## src/rtl/nes_pkg.sv

```systemverilog
// Shared types and constants for the NES controller reader.
package nes_pkg;

  localparam int NUM_BITS = 8;

  typedef enum logic [2:0] {
    IDLE,
    LATCH,
    SETTLE,
    CLK_HI,
    CLK_LO,
    DONE
  } state_t;

  // Button positions in the presented byte (scan order, LSB first).
  localparam int BTN_A      = 0;
  localparam int BTN_B      = 1;
  localparam int BTN_SELECT = 2;
  localparam int BTN_START  = 3;
  localparam int BTN_UP     = 4;
  localparam int BTN_DOWN   = 5;
  localparam int BTN_LEFT   = 6;
  localparam int BTN_RIGHT  = 7;

endpackage

```

## src/rtl/nes_phase_timer.sv

```systemverilog
// Phase counter for the timed scan states: counts 0..CLK_DIV-1 and flags the last cycle.
module nes_phase_timer #(
  parameter int CLK_DIV = 240
) (
  input  logic clk,
  input  logic rst_n,
  input  logic i_clear,
  output logic o_last
);

  localparam int W = (CLK_DIV > 1) ? $clog2(CLK_DIV) : 1;

  logic [W-1:0] r_cnt;

  assign o_last = (r_cnt == W'(CLK_DIV - 1));

  // Wrapping on o_last doubles as the restart at every state change.
  always_ff @(posedge clk or negedge rst_n) begin
    if (!rst_n) begin
      r_cnt <= '0;
    end else if (i_clear || o_last) begin
      r_cnt <= '0;
    end else begin
      r_cnt <= r_cnt + 1'b1;
    end
  end

endmodule

```

## src/rtl/nes_controller_reader.sv

```systemverilog
// Polls a 4021-based NES pad: latch, 7 clock pulses, 8 active-low bits in, active-high out.
module nes_controller_reader
  import nes_pkg::*;
#(
  parameter int CLK_DIV     = 240,
  parameter int POLL_PERIOD = 666667
) (
  input  logic       clk,
  input  logic       reset,
  input  logic       c1_data_in,
  input  logic       poll_now,
  output logic       cclk,
  output logic       pulse_out,
  output logic       busy,
  output logic       valid,
  output logic [7:0] buttons,
  output logic [7:0] pressed
);

  localparam int PW = (POLL_PERIOD > 1) ? $clog2(POLL_PERIOD) : 1;
  localparam int BW = $clog2(NUM_BITS);

  state_t                r_state;
  logic [PW-1:0]         r_poll_cnt;
  logic                  r_sync1;
  logic                  r_sync2;
  logic [NUM_BITS-1:0]   r_shift;
  logic [BW-1:0]         r_bit_cnt;
  logic                  r_latch_half;
  logic                  r_cclk;
  logic                  r_pulse;
  logic                  r_busy;
  logic                  r_valid;
  logic [NUM_BITS-1:0]   r_buttons;
  logic [NUM_BITS-1:0]   r_pressed;

  logic                  w_wrap;
  logic                  w_trigger;
  logic                  w_phase_clear;
  logic                  w_phase_last;
  logic [NUM_BITS-1:0]   w_final;

  assign w_wrap        = (r_poll_cnt == PW'(POLL_PERIOD - 1));
  assign w_trigger     = w_wrap | poll_now;
  assign w_phase_clear = (r_state == IDLE) || (r_state == DONE);
  // Last bit arrives on the same edge that publishes the result.
  assign w_final       = {r_sync2, r_shift[NUM_BITS-2:0]};

  assign cclk      = r_cclk;
  assign pulse_out = r_pulse;
  assign busy      = r_busy;
  assign valid     = r_valid;
  assign buttons   = r_buttons;
  assign pressed   = r_pressed;

  nes_phase_timer #(
    .CLK_DIV (CLK_DIV)
  ) u_phase (
    .clk     (clk),
    .rst_n   (reset),
    .i_clear (w_phase_clear),
    .o_last  (w_phase_last)
  );

  always_ff @(posedge clk or negedge reset) begin
    if (!reset) begin
      r_poll_cnt <= '0;
    end else if (w_wrap) begin
      r_poll_cnt <= '0;
    end else begin
      r_poll_cnt <= r_poll_cnt + 1'b1;
    end
  end

  always_ff @(posedge clk or negedge reset) begin
    if (!reset) begin
      r_sync1 <= 1'b0;
      r_sync2 <= 1'b0;
    end else begin
      r_sync1 <= c1_data_in;
      r_sync2 <= r_sync1;
    end
  end

  always_ff @(posedge clk or negedge reset) begin
    if (!reset) begin
      r_state      <= IDLE;
      r_shift      <= '0;
      r_bit_cnt    <= '0;
      r_latch_half <= 1'b0;
      r_cclk       <= 1'b0;
      r_pulse      <= 1'b0;
      r_busy       <= 1'b0;
      r_valid      <= 1'b0;
      r_buttons    <= '0;
      r_pressed    <= '0;
    end else begin
      r_valid   <= 1'b0;
      r_pressed <= '0;
      case (r_state)
        IDLE: begin
          if (w_trigger) begin
            r_state      <= LATCH;
            r_pulse      <= 1'b1;
            r_busy       <= 1'b1;
            r_latch_half <= 1'b0;
          end
        end
        LATCH: begin
          // Latch spans two phase periods.
          if (w_phase_last) begin
            if (r_latch_half) begin
              r_state <= SETTLE;
              r_pulse <= 1'b0;
            end else begin
              r_latch_half <= 1'b1;
            end
          end
        end
        SETTLE: begin
          if (w_phase_last) begin
            r_shift[0] <= r_sync2;
            r_bit_cnt  <= BW'(1);
            r_state    <= CLK_HI;
            r_cclk     <= 1'b1;
          end
        end
        CLK_HI: begin
          if (w_phase_last) begin
            r_state <= CLK_LO;
            r_cclk  <= 1'b0;
          end
        end
        CLK_LO: begin
          if (w_phase_last) begin
            r_shift[r_bit_cnt] <= r_sync2;
            if (r_bit_cnt == BW'(NUM_BITS - 1)) begin
              r_buttons <= ~w_final;
              r_pressed <= ~w_final & ~r_buttons;
              r_valid   <= 1'b1;
              r_state   <= DONE;
            end else begin
              r_bit_cnt <= r_bit_cnt + 1'b1;
              r_state   <= CLK_HI;
              r_cclk    <= 1'b1;
            end
          end
        end
        DONE: begin
          r_busy  <= 1'b0;
          r_state <= IDLE;
        end
        default: begin
          r_state <= IDLE;
          r_cclk  <= 1'b0;
          r_pulse <= 1'b0;
          r_busy  <= 1'b0;
        end
      endcase
    end
  end

endmodule

```

## config.mk

```make
export PLATFORM = sky130hd
export DESIGN_NAME = nes_controller_reader
export DESIGN_NICKNAME = d
export VERILOG_FILES = /design/src/rtl/nes_pkg.sv /design/src/rtl/nes_phase_timer.sv /design/src/rtl/nes_controller_reader.sv
export SDC_FILE = /design/constraint.sdc
export NUM_CORES = 1
export LEC_CHECK = 0
export CORE_ASPECT_RATIO = 0.9
export CORE_MARGIN = 2
export CORE_UTILIZATION = 50
export DETAILED_ROUTE_END_ITERATION = 7
export GPL_TIMING_DRIVEN = 0
export PLACE_DENSITY = 0.69
export RECOVER_POWER = 25
export SLEW_MARGIN = 20
export SYNTH_ARGS = -nofsm -noshare
export SYNTH_HDL_FRONTEND = slang
export SYNTH_HIERARCHICAL = 1
export SYNTH_SLANG_ARGS = --single-unit
export TNS_END_PERCENT = 5
```

## constraint.sdc

```tcl
create_clock -name clk -period 4.1 [get_ports clk]
set_input_delay 0.82 -clock clk [delete_from_list [all_inputs] [get_ports clk]]
set_output_delay 0.82 -clock clk [all_outputs]
set_load 0.02 [all_outputs]
```

[After elaboration in Yosys (flattened, before gate mapping)]
Index checks and enable logic that the tools add are counted.
Word-level totals
  register bits after elaboration: 65
  bits of input ports: 4
  output and inout bits: 20
  word-level logic and storage cells: 98
Cells by class
  $add $sub $neg: 3
  magnitude comparators: 2
  equal/unequal tests: 15
  mux-type cells: 38
  bitwise operators: 7
  reductions and logical operators: 18
Operator list (count)
  $mux 8: 4
  $mux 3: 10
  $add 20x1->20 const B: 1
  $eq 20x20->1 const B: 1
  $mux 20: 1
  $not 8->8: 2
  $pmux 3 s5: 1
  $mux 1: 14
  $eq 3x3->1 const B: 3
  $reduce_and 3->1: 3
  $add 8x1->8 const B: 1
  $and 8x8->8: 1
  $bwmux 8: 1
  $eq 8x8->1 const B: 1
  $ne 2x1->1 const B: 4
  $reduce_and 4->1: 2
  $reduce_or 4->1: 2
  $eq 3x2->1 const B: 2
  $ne 2x2->1 const B: 3
  $pmux 1 s2: 3
  $pmux 3 s2: 1
  $reduce_and 6->1: 1
  $reduce_and 5->1: 1
  $lt 3x4->1 const B: 1
  14 further kinds: 19

[Logic depth before layout (Yosys ltp)]
Gate-level depths: netlist (run 1).
  word-level depth: 7
  depth in mapped cells: 8
  gate-level depth less buffers: 7

[By module]
The synthesis (run 1) kept the hierarchy.
Modules (own cells, without submodules)
  nes_controller_reader: times used 1, cells an instance 230, area each 2471.1 um^2, sequential area each 1401.3 um^2
  nes_phase_timer: times used 1, cells an instance 41, area each 391.6 um^2, sequential area each 200.2 um^2

[Worst setup path before layout (run 1)]
Ideal clock, no wire load.
  kind: reg-to-reg
  from: register u_phase.r_cnt[0]
  to: register r_shift[6]
  setup time: 0.125 ns
  arrival: 1.958 ns
  data required time: 3.975 ns
  slack: 2.017 ns
  cell stages (with the launch flop): 8
  path buffers: 0
  clock period less this slack: 2.083 ns
  cell sequence: dfrtp_1 > ha_1 > nand4b_1 > nor2_1 > and4bb_2 > nand2b_1 > or3_1 > mux2_2
Between the ends
  word-level cells in the longest chain between the ends: 2
RTL lines
  start, declared: line nes_phase_timer.sv:13  | logic [W-1:0] r_cnt;
  start signal, assigned: line nes_phase_timer.sv:24  | r_cnt <= r_cnt + 1'b1;
  $eq 8x8->1: line nes_phase_timer.sv:15  | assign o_last = (r_cnt == W'(CLK_DIV - 1));
  via w_phase_last: line nes_controller_reader.sv:40  | logic w_phase_last;
  $reduce_and 2->1 (no source line)
  end signal, assigned by index: line nes_controller_reader.sv:136  | r_shift[r_bit_cnt] <= r_sync2;
  end, declared: line nes_controller_reader.sv:27  | logic [NUM_BITS-1:0] r_shift;
The timed path passes the listed nets, and every way through them passes these cells.
A chain may end at the register's enable or synchronous reset.

[Final worst setup path (run 1)]
Same ends and word-level chain as after synthesis.

==> impl_metrics.ini, run 1 <==
[outcome]
status = finished, final reports clean

[global_route]
grt_use_met1_pct = 24.75
met2_usage_pct = 29.16
grt_usage_pct = 18.80
grt_pass1_vias = 1984
grt_max_degree = 41
antenna_found_initial = 0
gr-total-overflow = 0
grt_pass1_wl_um = 9190
use_met3_pct = 5.959
grt_busiest_layer = met2

[worst_setup_path]
end_kind = register
worstPathArrival_ns = 2.58
rrSetupSlack_ns = 1.74
worstSetupStartpointType = register
worstSetupPathType = register to register
cp_data_required_time_ns = 4.33
r2r-end = r_shift[6]
r2r-start = u_phase/r_cnt[0]
crit_fanout = 8
ff2ff_path_depth = 7

[die]
initial_core_util_pct = 51.16
row_count = 26
ios = 24
die_h_um = 75.79
core_area_sq_um = 5595
die_x_um = 83.76
die_area_sq_um = 6348

[timing]
post-route-period-util_pct = 57.48
setup_violations = 0
rsz0062_at_grt = no
min_period_ns = 2.357
slew_violations = 0
setup_tns_ns = 0
slew_headroom_pct = 10.53
clock.fmax_mhz = 424.3
fin_skew_ns = 0.005272
finalHoldViolations = 0
fin_hold_ws_ns = 0.3547
worst_pin_slew_ns = 1.342

[placement]
port_buffers = 23
gp_congestion = 0.8405
post-dp-hpwl_um = 3743

[power_and_ir_drop]
ir_drop_mv = 0.4074
p_leak_uw = 0.001537
swShare_pct = 23.18
intPower_uw = 1153
p_clk_share_pct = 45.1
seqPwrFrac_pct = 46.7
p_sw_uw = 348.0
powerDensity_nw_per_um2 = 435.3
combPwrFrac_pct = 8.2

[drt]
via_per_inst = 5.454
dr.pass1.iters = 4
drc = 0
vias = 2078
drt_first_iter_violations = 134
wl_per_cell_um = 13.93
ant_nets = 0
wl_um = 5307

[layout]
layout_commonest_cell = dfrtp_1
synthToLayoutAreaGrowth_pct = 20.45
fin_nets = 315
num_antenna_cells = 0
drive_above_1_share_pct = 12.22
layout_common_cells = dfrtp_1, nor2_1, nand2_1, clkdlybuf4s50_1, nor3_1

[clock_tree]
cts_setup_buffers = 0
cts_tree = yes
cts.path.max_buffers = 2
cts-root-buf = clkbuf_8
cts_resized = 0
cts_made_buffers = 9
clkSlewWorstSetupHoldPaths_ns = 0.07
cts-htree-levels = 3
insertion_delay_ns = 0.34
clkSinkCount = 64
cts_hold_buf = 0

[logic_synthesis]
yosys.area_share.simple_pct = 21.20
yosysUniqueCellTypes = 44
synth_area_sq_um = 2863
ys_seq_elements = 64
synth.top_cell.area_share_pct = 55.94
ys_seq_area_share_pct = 55.94
syn-num-nets = 280
netlist_instances = 271
synth_top_area_cell = dfrtp_1
synth_top_family_by_area = simple AND/OR/NAND/NOR gates
synthMuxAreaShare_pct = 4.196
syn_avg_cell_area_sq_um = 10.56
synth_edf_count = 0
synthTopCellsByArea = dfrtp_1, nor2_1, nor3_1
yosysWarnings = 6
postSynth.asyncResetShare_pct = 100.0
synth_xor_xnor_area_share_pct = 5.507
synth_compound_area_share_pct = 8.741
synth-adder-area-share_pct = 2.185
ys.flop_type = dfrtp_1

[min_path]
min_path_cells = 0
min_from = r_sync1
holdPathEnd = r_sync2
min_path_type = register to register

[flow_run]
timing.max_cap.violations = 0
==> registers in the layout (all words and copies together) (netlist names), 3 cells and up <==
register,count
r_bit_cnt,3
r_poll_cnt,20
r_state,3
pressed,8
r_shift,7
u_phase/r_cnt,8
buttons,8
==> power groups by stage <==
stage	combinational (uW)	sequential [uW]	clock (uW)
floorplan	84.0	707	0
global placement	120	712	0
detailed placement	126	713	0
CTS	127	701	693
global route	142	706	719
finish	123	700	677
==> area by class of cell <==
type                    count  area, sq um
multi-input cells         190         1197
clock inverters             5        102.6
fillers                   470         2147
clock buffers              11        151.4
flip-flops and latches     64         1602
inverters                  12        45.04
repair buffers             24        244.0
well taps                  70        87.58
plain buffers               5        18.77
==> layer usage <==
metal	up-vias	wire length [um]
li1	1024	-
met1	1015	2581
met2	32	2418
met3	7	220
met4	0	87
met5	-	0
==> through the flow <==
| stage | util, % | std cells | setup WS (ns) | instance area [sq um] | total power [uW] |
|---|---|---|---|---|---|
| after floorplan | - | 271 | 2.017 | 2863 | 791.4 |
| after global placement | 56.84 | 364 | 0.1287 | 3181 | 832.4 |
| after detailed placement | 57.16 | 365 | 1.763 | 3198 | 838.7 |
| after CTS | 61.70 | 381 | 1.750 | 3452 | 1520 |
| after global routing | 61.63 | 381 | 1.587 | 3448 | 1567 |
| final | 61.63 | 381 | 1.743 | 3448 | 1501 |
==> critical path: stages (launching register included) <==
cell      delay [ns]
dfrtp_1         0.38
ha_1            0.24
nand4b_1        0.17
nor2_1          0.40
and4bb_2        0.33
nand2b_1        0.11
or3_1           0.33
mux2_2          0.28
==> cells by family after synthesis <==
group | Yosys count
AOI/OAI and AO/OA | 40
xor gates and xnor gates | 18
adders and majority gates | 5
buffers and inverters | 17
DFF | 64
muxes | 11
and+or+nand+nor | 116
==> cells in the mapped netlist (2+ instances only) <==
master,instances
dfrtp_1,64
nor2_1,27
nand2_1,23
nor3_1,19
o21ai_0,17
inv_1,12
nand3_1,12
xnor2_1,10
mux2_2,8
xor2_1,8
a21oi_1,7
nand4_1,7
clkbuf_1,5
ha_1,5
nor2b_1,4
mux2i_1,3
nor4_1,3
a31oi_1,2
a32o_1,2
and4bb_2,2
nand2b_1,2
nor4b_1,2
o211ai_1,2
o21ba_2,2
or3_1,2
or3b_2,2
or4_1,2
==> worst max-delay path by stage <==
stage,to,slack (ns),start,cells past startpoint
floorplan,r_shift[6],2.02,u_phase/r_cnt[0],7
global placement,r_sync1,0.13,reset,1
detailed placement,r_shift[6],1.76,u_phase/r_cnt[0],7
CTS,r_shift[6],1.75,u_phase/r_cnt[0],7
global route,r_bit_cnt[0],1.59,u_phase/r_cnt[0],7
finish,r_shift[6],1.74,u_phase/r_cnt[0],7
No activity file was read; power rests on OpenSTA's default activity.
==> inputs of run 2 (changes only) <==
--- a/config.mk
+++ b/config.mk
@@ -10,7 +10,7 @@
 export CORE_UTILIZATION = 50
 export DETAILED_ROUTE_END_ITERATION = 7
 export GPL_TIMING_DRIVEN = 0
-export PLACE_DENSITY = 0.69
+export PLACE_DENSITY = 0.72
 export RECOVER_POWER = 25
 export SLEW_MARGIN = 20
 export SYNTH_ARGS = -nofsm -noshare
==> constraint.sdc (replaced) <==
create_clock -name clk -period 2.1 [get_ports clk]
set_input_delay 0.42 -clock clk [delete_from_list [all_inputs] [get_ports clk]]
set_output_delay 0.42 -clock clk [all_outputs]
set_load 0.02 [all_outputs]
==> impl_metrics.ini, run 2 (same netlist as run 1, synthesis figures left out) <==
[worst_setup_path]
crit_fanout = 5
end_kind = register
cp_num_cells = 7
worstSetupStartpointType = register
worstSetupPathType = register to register
ff2ff_path_depth = 7
crit_family = simple AND/OR/NAND/NOR gates
cp_data_required_time_ns = 2.33
critical_path.n_buffers_inverters = 0
worstPathArrival_ns = 2.26
crit_slowest_cell = dfrtp_1
slowest_delay_ns = 0.42
worstPathCellList = ha_4, nand4b_1, nor2_4, and4bb_2, nand2b_1, or3_1, mux2_2

[timing]
rsz0062_at_grt = yes
fin_hold_ws_ns = 0.3611
slew_headroom_pct = 55.16
slew_violations = 0
clock.fmax_mhz = 491.5
setup_violations = 0
min_period_ns = 2.035
worst_pin_slew_ns = 0.6725
finalHoldViolations = 0
post-route-period-util_pct = 96.89
fin_skew_ns = 0.009332

[clock_tree]
cts_tree = yes
cts-htree-levels = 3
cts_made_buffers = 9
clkSinkCount = 64
clkSlewWorstSetupHoldPaths_ns = 0.07
cts.path.max_buffers = 2
cts-root-buf = clkbuf_8
insertion_delay_ns = 0.34

[layout]
layout_commonest_cell = dfrtp_1
nFillCells = 474
final-seq-area_sq_um = 1603
regMostFlops = r_poll_cnt
drive_above_1_share_pct = 16.09
num_antenna_cells = 0
layout_common_cells = dfrtp_1, nor2_1, nand2_1, clkdlybuf4s50_1, nor3_1
finalNonFillerCells = 387
largest_reg_flops = 20
multi_input_area_sq_um = 1225
synthToLayoutAreaGrowth_pct = 22.77
fin_nets = 321

[power_and_ir_drop]
ir_drop_mv = 0.5624
p_leak_uw = 0.001567
powerDensity_nw_per_um2 = 847.0

[flow_run]
timing.max_cap.violations = 0

[die]
row_count = 26
core_area_sq_um = 5595
die_x_um = 83.76
ios = 24
die_h_um = 75.79
die_area_sq_um = 6348
initial_core_util_pct = 51.16

[global_route]
antenna_found_initial = 0
gr-total-overflow = 0
grt_usage_pct = 19.06
grt_max_degree = 38
grt_pass1_vias = 2028
grt_pass1_wl_um = 9397

[min_path]
min_path_cells = 0
min_path_type = register to register

[placement]
port_buffers = 23
post-dp-hpwl_um = 3644
place_inst = 365
gp_congestion = 0.8251

[drt]
drt_first_iter_violations = 93
ant_nets = 0
vias = 2139
via_per_inst = 5.527
wl_per_cell_um = 14.60
wl_um = 5651
drc = 0
dr.pass1.iters = 4

[outcome]
status = finished, final reports clean
[run 2: area by class of cell]
type,count,area share (%)
multi-input combinational,190,34.85
clock buffer,10,3.916
sequential,64,45.60
clock inverter,6,3.275
buffer,5,0.6052
inverter,12,1.282
tap,70,2.492
timing repair buffer,30,7.974
[run 2: path summary, 6_finish.rpt]
| check | start | slack, ns | end |
|---|---|---|---|
| worst max-delay path | u_phase/r_cnt[1] | 0.07 | r_shift[6] |
| worst min-delay path | r_sync1 | 0.36 | r_sync2 |
| worst max register to register | u_phase/r_cnt[1] | 0.07 | r_shift[6] |
| worst min register to register | r_sync1 | 0.36 | r_sync2 |
| max in group asynchronous | reset | 0.43 | u_phase/r_cnt[0] |
| min in group asynchronous | reset | 0.64 | cclk |
[run 2: stage by stage]
step                      utilization (%)  total power (uW)  cell area, sq um  worst slack [ns]  TNS [ns]
after floorplan                         -              1545              2863           0.01721         0
after global placement              56.84              1622              3181            -1.443    -95.26
after detailed placement            57.16              1637              3198           -0.2234    -3.776
after CTS                           62.39              2967              3491           0.03170         0
after global routing                62.81              3113              3515          -0.05280   -0.1228
final                               62.81              2977              3515           0.06525         0
[run 2: layer usage]
| layer | GRT usage [%] | share of wire, % |
|---|---|---|
| met1 | 24.53 | 48 |
| met2 | 30.04 | 47 |
| met3 | 7.042 | 3.5 |
| met4 | 7.348 | 1.6 |
| met5 | 0 | 0 |
[run 2: where the power goes]
part / internal [uW] / leakage (uW) / switching (uW)
sequential: 1300 / 0.000856 / 85.6
combinational: 129 / 0.000588 / 146
clock: 827 / 0.000123 / 493
total: 2250 / 0.00157 / 725
[run 2: what timing repair did]
item | in CTS | in global routing
hold buffers | 1 | 0
endpoints found under the setup margin | 27 | 27
gates resized for setup | 2 | 9
buffers inserted | 3 | 2
endpoints found under the hold margin | 27 | 0
pin swaps | 1 | 2
gates cloned | 0 | 0
==> inputs of run 3 (changes only) <==
--- a/config.mk
+++ b/config.mk
@@ -9,7 +9,6 @@
 export CORE_MARGIN = 2
 export CORE_UTILIZATION = 50
 export DETAILED_ROUTE_END_ITERATION = 7
-export GPL_TIMING_DRIVEN = 0
 export PLACE_DENSITY = 0.72
 export RECOVER_POWER = 25
 export SLEW_MARGIN = 20
==> constraint.sdc (replaced) <==
create_clock -name clk -period 2.1 [get_ports clk]
set_input_delay 0.42 -clock clk [delete_from_list [all_inputs] [get_ports clk]]
set_output_delay 0.42 -clock clk [all_outputs]
set_load 0.05 [all_outputs]
==> impl_metrics.ini, run 3 (same netlist as run 1, synthesis figures left out) <==
[placement]
place_area_sq_um = 3222
place_inst = 366
gp_congestion = 0.8224
port_buffers = 23
post-dp-hpwl_um = 3614
dp_slack_ns = 0.1318

[timing]
setup_tns_ns = 0
setup_ws_ns = 0.1192
setup_violations = 0
worst_pin_slew_ns = 1.238
rsz0062_at_grt = no
slew_headroom_pct = 17.47
finalHoldViolations = 0
post-route-period-util_pct = 94.32
fin_skew_ns = 0.009016
min_period_ns = 1.981
slew_violations = 0
clock.fmax_mhz = 504.8

[worst_setup_path]
crit_fanout = 4
rrSetupSlack_ns = 0.14
ff2ff_path_depth = 7
crit_slowest_cell = clkdlybuf4s50_1
worstSetupStartpointType = register
r2r-start = u_phase/r_cnt[0]
critical_path.n_buffers_inverters = 1
crit_family = buffers and inverters
end_kind = primary output
cp_data_required_time_ns = 1.68
slowest_delay_ns = 0.84
worstSetupPathType = register to primary output
worstPathCellList = clkdlybuf4s50_1
worstPathArrival_ns = 1.56
r2r-end = r_shift[6]

[layout]
fin_util_pct = 61.36
design_area_sq_um = 3433
synthToLayoutAreaGrowth_pct = 19.93
final-seq-area_sq_um = 1602
finalNonFillerCells = 381
largest_reg_flops = 20
nFillCells = 455
drive_above_1_share_pct = 13.83
multi_input_area_sq_um = 1202
layout_commonest_cell = dfrtp_1
layout_common_cells = dfrtp_1, nor2_1, nand2_1, clkdlybuf4s50_1, nor3_1
regMostFlops = r_poll_cnt
fin_nets = 316
num_antenna_cells = 0

[clock_tree]
cts_setup_buffers = 0
clkSinkCount = 64
cts_hold_buf = 0
insertion_delay_ns = 0.34
clkSlewWorstSetupHoldPaths_ns = 0.07
cts.path.max_buffers = 2
cts_made_buffers = 9
cts_tree = yes
cts-htree-levels = 3
cts-root-buf = clkbuf_8
cts_resized = 0

[global_route]
grt_busiest_layer = met2
grt_pass1_wl_um = 9011
met2_usage_pct = 30.40
antenna_found_initial = 0
use_met3_pct = 6.501
grt_pass1_vias = 1976
grt_use_met1_pct = 22.59
grt_usage_pct = 18.33
grt_max_degree = 42
gr-total-overflow = 0

[min_path]
min_path_type = primary input to asynchronous set/reset pin

[die]
initial_core_util_pct = 51.16
row_count = 26
die_area_sq_um = 6348
die_h_um = 75.79
core_area_sq_um = 5595
die_x_um = 83.76
ios = 24

[power_and_ir_drop]
intPower_uw = 2137
powerDensity_nw_per_um2 = 816.6
ir_drop_mv = 0.5955
swShare_pct = 23.80
p_clk_share_pct = 41.6
seqPwrFrac_pct = 49.1
combPwrFrac_pct = 9.3
p_leak_uw = 0.001545
p_sw_uw = 667.2

[drt]
drc = 0
drt_first_iter_violations = 119
ant_nets = 0
vias = 2062
wl_um = 5258
dr.pass1.iters = 4
wl_per_cell_um = 13.80
via_per_inst = 5.412

[flow_run]
timing.max_cap.violations = 0

[outcome]
status = finished, final reports clean
[run 3: how the worst max path moves through the flow]
stage | startpoint | endpoint | depth (start not counted)
final | pulse_out | pulse_out | 1
after detailed placement | u_phase/r_cnt[0] | r_shift[6] | 7
after global placement | u_phase/r_cnt[0] | r_shift[6] | 7
after global routing | u_phase/r_cnt[0] | r_bit_cnt[0] | 8
after floorplan | u_phase/r_cnt[0] | r_shift[6] | 7
after CTS | pulse_out | pulse_out | 1
[run 3: layer usage]
layer  vias to the layer above  part of all wire, %
met4                         0                  1.6
met1                       982                   47
met2                        42                   48
li1                       1027                    -
met5                         -                    0
met3                        11                  3.7
[run 3: through the flow]
stage               power (uW)  hold slack [ns]
finish                    2804           0.3245
global route              2939           0.3734
CTS                       2847          0.07203
detailed placement        1666           0.3543
global placement          1654           0.3509
floorplan                 1556           0.1244
[run 3: final cells by class]
type | count | share of cell area, %
flip-flops and latches | 64 | 46.65
well taps | 70 | 2.551
clock buffers | 12 | 4.519
multi-input cells | 190 | 35.02
clock inverters | 3 | 1.895
inverters | 12 | 1.312
repair buffers | 30 | 8.054
[run 3: power groups by stage]
stage	Combinational [uW]	Sequential, uW	Clock [uW]
floorplan	164	1390	0
global placement	259	1400	0
detailed placement	268	1400	0
CTS	268	1380	1200
global route	297	1390	1250
finish	260	1380	1170
